<file path="src/rtl/dl_arb2_stream_if.sv">
// Valid/ready bundle for the two-source stream merge: two producer ports and one consumer port.
// The slave modport is the arbiter's view, and the master modport is the surrounding environment's view.
interface dl_arb2_stream_if #(
  parameter int NUM_BITS = 32
);
  logic [NUM_BITS-1:0] in0_data;
  logic                in0_valid;
  logic                in0_ready;
  logic [NUM_BITS-1:0] in1_data;
  logic                in1_valid;
  logic                in1_ready;
  logic [NUM_BITS-1:0] out_data;
  logic                out_src;
  logic                out_valid;
  logic                out_ready;

  modport master (
    output in0_data, in0_valid, in1_data, in1_valid, out_ready,
    input  in0_ready, in1_ready, out_data, out_src, out_valid
  );

  modport slave (
    input  in0_data, in0_valid, in1_data, in1_valid, out_ready,
    output in0_ready, in1_ready, out_data, out_src, out_valid
  );
endinterface

</file>
<file path="src/rtl/dl_arb2_stream.sv">
// Two-input round-robin valid/ready merge with a registered output stage.
// It has one cycle of latency and sustains one transfer per cycle.
module dl_arb2_stream #(
  parameter int NUM_BITS = 32
) (
  input logic              clk,
  input logic              rst,
  dl_arb2_stream_if.slave  bus
);

  logic                load;
  logic                any_vld;
  logic                grant;
  logic [NUM_BITS-1:0] data_mux;

  logic [NUM_BITS-1:0] data_p1;
  logic                src_p1;
  logic                vld_p1;
  logic                last_grant;

  assign load    = ~vld_p1 | bus.out_ready;
  assign any_vld = bus.in0_valid | bus.in1_valid;

  // Contention flips the pointer; a lone requester always wins.
  always_comb begin
    grant = 1'b0;
    if (bus.in0_valid && bus.in1_valid)
      grant = ~last_grant;
    else if (bus.in1_valid)
      grant = 1'b1;
  end

  assign data_mux = grant ? bus.in1_data : bus.in0_data;

  // Readies are gated by rst so nothing is accepted while the output stage is being cleared.
  assign bus.in0_ready = ~rst & load & ~grant & bus.in0_valid;
  assign bus.in1_ready = ~rst & load &  grant & bus.in1_valid;

  // Output stage boundary: registered payload, source tag and valid.
  always_ff @(posedge clk or posedge rst) begin
    if (rst) begin
      data_p1    <= '0;
      src_p1     <= 1'b0;
      vld_p1     <= 1'b0;
      last_grant <= 1'b1;
    end else if (load) begin
      if (any_vld) begin
        data_p1    <= data_mux;
        src_p1     <= grant;
        vld_p1     <= 1'b1;
        last_grant <= grant;
      end else begin
        vld_p1     <= 1'b0;
      end
    end
  end

  assign bus.out_data  = data_p1;
  assign bus.out_src   = src_p1;
  assign bus.out_valid = vld_p1;

endmodule

</file>
<file path="src/flat_wrapper.sv">
// flat-port wrapper written by rule: the top's interface ports become plain ports
module dl_arb2_stream_flat 
#(
  parameter int NUM_BITS = 32
)
  (clk, rst, bus_in0_data, bus_in0_valid, bus_in1_data, bus_in1_valid, bus_out_ready, bus_in0_ready, bus_in1_ready, bus_out_data, bus_out_src, bus_out_valid);
  dl_arb2_stream_if #(.NUM_BITS(NUM_BITS)) bus_i ();
  input logic clk;
  input logic rst;
  input wire logic [$bits(bus_i.in0_data)-1:0] bus_in0_data;
  input wire logic [$bits(bus_i.in0_valid)-1:0] bus_in0_valid;
  input wire logic [$bits(bus_i.in1_data)-1:0] bus_in1_data;
  input wire logic [$bits(bus_i.in1_valid)-1:0] bus_in1_valid;
  input wire logic [$bits(bus_i.out_ready)-1:0] bus_out_ready;
  output wire logic [$bits(bus_i.in0_ready)-1:0] bus_in0_ready;
  output wire logic [$bits(bus_i.in1_ready)-1:0] bus_in1_ready;
  output wire logic [$bits(bus_i.out_data)-1:0] bus_out_data;
  output wire logic [$bits(bus_i.out_src)-1:0] bus_out_src;
  output wire logic [$bits(bus_i.out_valid)-1:0] bus_out_valid;
  assign bus_i.in0_data = bus_in0_data;
  assign bus_i.in0_valid = bus_in0_valid;
  assign bus_i.in1_data = bus_in1_data;
  assign bus_i.in1_valid = bus_in1_valid;
  assign bus_i.out_ready = bus_out_ready;
  assign bus_in0_ready = bus_i.in0_ready;
  assign bus_in1_ready = bus_i.in1_ready;
  assign bus_out_data = bus_i.out_data;
  assign bus_out_src = bus_i.out_src;
  assign bus_out_valid = bus_i.out_valid;
  dl_arb2_stream #(.NUM_BITS(NUM_BITS)) u_core (.clk(clk), .rst(rst), .bus(bus_i));
endmodule
</file>
<file path="config.mk">
export PLATFORM = sky130hd
export DESIGN_NAME = dl_arb2_stream_flat
export DESIGN_NICKNAME = d
export VERILOG_FILES = /design/src/rtl/dl_arb2_stream_if.sv /design/src/rtl/dl_arb2_stream.sv /design/src/flat_wrapper.sv
export SDC_FILE = /design/constraint.sdc
export NUM_CORES = 1
export LEC_CHECK = 0
export CAP_MARGIN = 20
export CORE_MARGIN = 2
export CORE_UTILIZATION = 39
export DETAILED_ROUTE_END_ITERATION = 10
export PLACE_DENSITY = 0.85
export REMOVE_ABC_BUFFERS = 1
export SYNTH_ARGS = -nofsm -noshare
export SYNTH_HDL_FRONTEND = slang
export SYNTH_SLANG_ARGS = --single-unit
</file>
<file path="constraint.sdc">
create_clock -name clk -period 4.4 [get_ports clk]
set_input_delay 1.32 -clock clk [delete_from_list [all_inputs] [get_ports clk]]
set_output_delay 1.32 -clock clk [all_outputs]
set_load 0.01 [all_outputs]
</file>
# --- Word-level counts from Yosys, hierarchy flattened ---
# Index checks and enable logic that the tools add are counted.
totals:
  inputBits: 69
  output_inout_bits: 36
  reg_bits: 35
  wordCells: 21
op_classes:
  n_mux: 4
  n_reduce_logical: 2
  n_bitwise: 11
ops:
  columns: ["cell", "n"]
  rows:
  - ["2-to-1 mux 32 bit", 1]
  - ["bitwise AND 1 bit", 5]
  - ["inverter 1 bit", 4]
  - ["2-to-1 mux 1 bit", 3]
  - ["OR 1 bit", 2]
  - ["AND reduction 2 bit", 1]
  - ["logical AND 1 bit", 1]

# --- Depth between registers and ports, before layout ---
depth:
  ltp_word: 5
  depth_mapped: 6
  mapped_depth_nobuf: 3

# --- Worst setup path after synthesis ---
# Ideal clock, no wire load.
synth_timing:
  path_type: "input port to output port"
  start: "in rst"
  end: "out bus_in0_ready"
  required_time_ps: 3080
  t_arrival_ps: 2421
  path_stages: 3
  setup_slack_ps: 659
  path_buffers: 0
  path_cell_list: "inv_1 -> nand3_1 -> nor2_1"
synth_between:
  elab_chain_len: 4
synth_rtl:
  columns: ["element", "line", "source"]
  rows:
  - ["start, declared", "flat_wrapper.sv:9", "input logic rst;"]
  - ["inverter 1 bit", "dl_arb2_stream.sv:36", "assign bus.in0_ready = ~rst & load & ~grant & bus.in0_valid;"]
  - ["bitwise AND 1 bit (3 in series)", "dl_arb2_stream.sv:36", null]
  - ["end, declared", "flat_wrapper.sv:15", "output wire logic [$bits(bus_i.in0_ready)-1:0] bus_in0_ready;"]
# No other way between the ends.

# --- Final worst setup path ---
layout_timing:
  start: "in bus_in1_valid"
  end: "out bus_in1_ready"
layout_between:
  elab_chain_len: 4
  word_cells_on_any_way: 5
  classes_between: "mux: 2; bitwise: 2; reduce/logical: 1"
layout_rtl:
  columns: ["element", "line", "source"]
  rows:
  - ["start, declared", "flat_wrapper.sv:13", "input wire logic [$bits(bus_i.in1_valid)-1:0] bus_in1_valid;"]
  - ["2-to-1 mux 1 bit / logical AND 1 bit (equally long branches)", "dl_arb2_stream.sv:29, dl_arb2_stream.sv:27", null]
  - ["2-to-1 mux 1 bit", "dl_arb2_stream.sv:27", "if (bus.in0_valid && bus.in1_valid)"]
  - ["bitwise AND 1 bit", "dl_arb2_stream.sv:37", "assign bus.in1_ready = ~rst & load & grant & bus.in1_valid;"]
  - ["bitwise AND 1 bit (*)", "dl_arb2_stream.sv:37", null]
  - ["end, declared", "flat_wrapper.sv:16", "output wire logic [$bits(bus_i.in1_ready)-1:0] bus_in1_ready;"]
# Every way passes the cells marked *; elsewhere a longest branch is shown, timed or not.

==> metrics.md <==
| Metric | Value |
|---|---|
| Status | finished, final reports clean |
| Width of the die | just under 70 µm |
| Share of total power in the clock network | between 20% and 30% |
| Leakage dissipation | approximately 1.2 nW |
| Fillers | 335 |
| CP max FO | 4 |
| CP Class | primary input to primary output |
| Power density of the placed cells | approximately 340 nW/µm² |
| Critical path startpoint | bus_in1_valid |
| Cell family contributing the most delay on the critical path | buffers and inverters |
| Total count of hold-check failures in the final report | 0 |
| Most Frequent Cell on Critical Path | clkdlybuf4s50_1 |
| Largest family of logic cells by synthesized area | compound AO/OA/AOI/OAI gates |
| Resized Gates After CTS | 0 |
| DR pass1 iterations | 4 |
| Core footprint | slightly above 4000 µm² |
| Placed cells | 336 |
| Type of destination of the critical path | primary output |
| Share of total power in sequential cells | between 40% and 50% |
| Net switching fraction of the power | 29.1% |
| I/O pin total | approximately 110 |
| Worst clock skew | 0.00629 ns |
| Die area | between 4000 and 5000 µm² |
| Adder and majority gate portion of the synthesized area | 0% |
| Wirelength, routed | between 5 and 6 mm |
| Fraction of synthesized cell area in xor and xnor cells | 0% |
| Final Critical Period | 4.08 ns |
| Multiplexer share of the synthesized area | under 10% |
| Antenna violations before repair | 0 |
| Layout cell share with drive strength beyond 1 | 6.16% |
| Post-CTS setup-driven buffer insertion count | 0 |
| Worst endpoint data arrival time | approximately 2.8 ns |
| Sum of overflow across all layers after global routing | 0 |
| Num CTS Buffers | 5 |
| Synth Area in Simple Gates | 16.9% |
| Worst skew pair latency | 0.29 ns |
| Cells along the critical path | clkdlybuf4s50_1, a21boi_2, and3_1, clkdlybuf4s50_1 |
| Transition time at the pin with the least slew margin | approximately 0.65 ns |
| Clock root buffer | clkbuf_8 |
| Startpoint of the worst hold path | u_core.bus.out_src$_DFFE_PP0P_ |
| Total number of H-tree levels | 2 |
| CTS clock-pin slew for the worst setup and hold paths | 0.06 ns |
| Achievable clock frequency | approximately 0.24 GHz |
| Antenna viol nets, final | 0 |
| Count of input and output buffers | 104 |
| Register Area | approximately 880 µm² |
| Path class of the lowest-slack min-delay path | flop to flop |
| # hold bufs at CTS | 0 |
| Die Y-Extent | around 70 µm |
| Number of antenna cells inserted | 0 |
| Mean instance size in the synthesized netlist | 8.67 µm² |
| Worst Path Required | roughly 3 ns |
| Worst max-slew margin expressed relative to the limit | a little under three fifths |
| CP Buf/Inv Count | 2 |
| Number of distinct standard cells referenced by the synthesized netlist | 18 |
| Total of flip-flops plus latches after synthesis | 35 |
| Final standard cell count with taps included and fillers excluded | ~340 |
| Internal power of the cells | ~0.00067 W |
| Synthesis Warnings | 0 |
| CTS sink count | 35 |
| Setup slack at placement | between 0.2 and 0.3 ns |
| CTS tree | built |
| Startpoint of the worst register-to-register path | u_core.bus.out_valid$_DFFE_PP0N_ |
| Starting DRT DRC Count | 160 |
| Combined global-route utilization of all metal layers | 22.4% |
| Max-slew violation count | 0 |
| Sequential fraction of the synthesis area | between 50% and 60% |
| Number of global-route vias before repair | approximately 1700 |
| Number of placement rows | 23 |
| Setup violation total in the final timing report | 0 |
| Cell with the biggest individual delay on the critical path | clkdlybuf4s50_1 |
| Setup slack after layout | 0.317 ns |
| Total number of vias | roughly 1800 |
| Post-detail-place hpwl | 3.56 mm |
| Relative area change from synthesis to final layout | 67.5% |
| Max-cap violations | 0 |
| Tcrit/Tclk final | 92.8% |
| Detailed-route vias per instance | ~5.2 |
| First-pass GRT wire length | 8.69 mm |
| Cell Area, Synth | 1670 µm² |
| Combinational share of power | roughly 34% |
| Largest net degree at the start of global routing | 35 |
| Unrepaired setup endpoints after global routing | false |
| Setup total negative slack | 0 ns |
| Post-Syn Instances | ~190 |
| Post-detailed-route DRC marker count | 0 |
| Final #Nets | around 360 |
| Launching element type of the critical path | primary input |
| Buffer depth of the longest clock path | 2 |
| Multi-input gate area in the final layout | around 700 µm² |
| GP Congestion | between 0.7 and 0.8 |
| Fraction of the mapped netlist area in compound gates | 22.8% |
| Routed wire per std cell | 15.1 µm |
| Effective utilization at floorplan | 41.3% |
| Largest incremental delay on the critical path | 0.55 ns |
| Sw Pwr | roughly 0.00027 W |
| Peak supply drop | between 150 and 200 µV |
==> cell usage in the layout, fill, tap and decap left out, drive strengths merged, types with 2 or more instances in the layout <==
cell / synthesis / routed
clkdlybuf4s50: 0 / 104
nand2: 64 / 64
dfrtp: 34 / 34
a21oi: 32 / 32
a31oi: 32 / 32
buf: 5 / 7
clkbuf: 13 / 6
nand2b: 2 / 2
mux2: 2 / 2
==> layout make-up <==
cell class | instances | area share (%)
timing repair buffer | 111 | 39.0
sequential | 35 | 31.3
multi-input combinational | 139 | 24.8
clock buffer | 6 | 2.59
tap | 50 | 2.23
inverter | 1 | 0.134
==> metal layers <==
layer | track usage [%] | up-vias | wire length, µm
met5 | 0 | - | 0
met4 | 6.10 | 0 | 56
met3 | 5.23 | 5 | 408
met2 | 37.3 | 83 | 2550
met1 | 29.3 | 843 | 2160
li1 | - | 861 | -
==> synthesized netlist by cell type <==
cell type  number  area share [%]
a21bo_2         1            0.60
a21boi_2        1            0.67
a21oi_1        32             9.6
a31oi_1        32              12
and2_4          1            0.52
and3_1          1            0.37
buf_2           1            0.30
buf_6           4             2.7
clkbuf_1       13             2.9
dfrtp_1        34              51
dfstp_2         1             1.6
inv_1           1            0.22
mux2_4          2             1.8
nand2_1        64              14
nand2b_1        2            0.75
nand3_1         1            0.30
nor2_1          1            0.22
or2_1           1            0.37
==> logic make-up after synthesis <==
kind of cell | after synthesis
compound gates | 66
buf+inv | 19
flops | 35
mux | 2
simple gates | 71
==> flip-flops by register name, indices dropped and copies added, names as in the netlist <==
register and cells:
u_core.bus.out_src 1, u_core.bus.out_valid 1, u_core.last_grant 1, u_core.bus.out_data 32
==> power by group through the flow <==
stage | clock network (W) | registers (W) | logic (W)
finish | 0.000215 | 0.000404 | 0.000323
global route | 0.000237 | 0.000411 | 0.000349
CTS | 0.000219 | 0.000404 | 0.000326
detailed placement | 0 | 0.000409 | 0.000326
global placement | 0 | 0.000407 | 0.000319
floorplan | 0 | 0.000433 | 0.0000974
==> per-stage QoR <==
step | power (W) | hold slack, ns | utilization (%) | instance area [µm²]
after floorplan | 0.000531 | 0.552 | - | 1580
after global placement | 0.000726 | 0.508 | 67.3 | 2730
after detailed placement | 0.000735 | 0.501 | 67.3 | 2730
after CTS | 0.000949 | 0.523 | 69.1 | 2800
after global routing | 0.000996 | 0.540 | 69.1 | 2800
final | 0.000942 | 0.524 | 69.1 | 2800
==> path summary, 6_finish.rpt <==
kind / slack, ns / end / cells after the start
setup / recovery: 0.32 / bus_in1_ready / 4
hold / removal: 0.52 / u_core.bus.out_src$_DFFE_PP0P_ / 1
setup reg to reg: 2.77 / u_core.bus.out_src$_DFFE_PP0P_ / 4
hold reg to reg: 0.52 / u_core.bus.out_src$_DFFE_PP0P_ / 1
max in group asynchronous: 2.63 / u_core.bus.out_src$_DFFE_PP0P_ / 3
min in group asynchronous: 1.40 / u_core.bus.out_data[11]$_DFFE_PP0P_ / 3
Power figures use the tool's default switching activity.
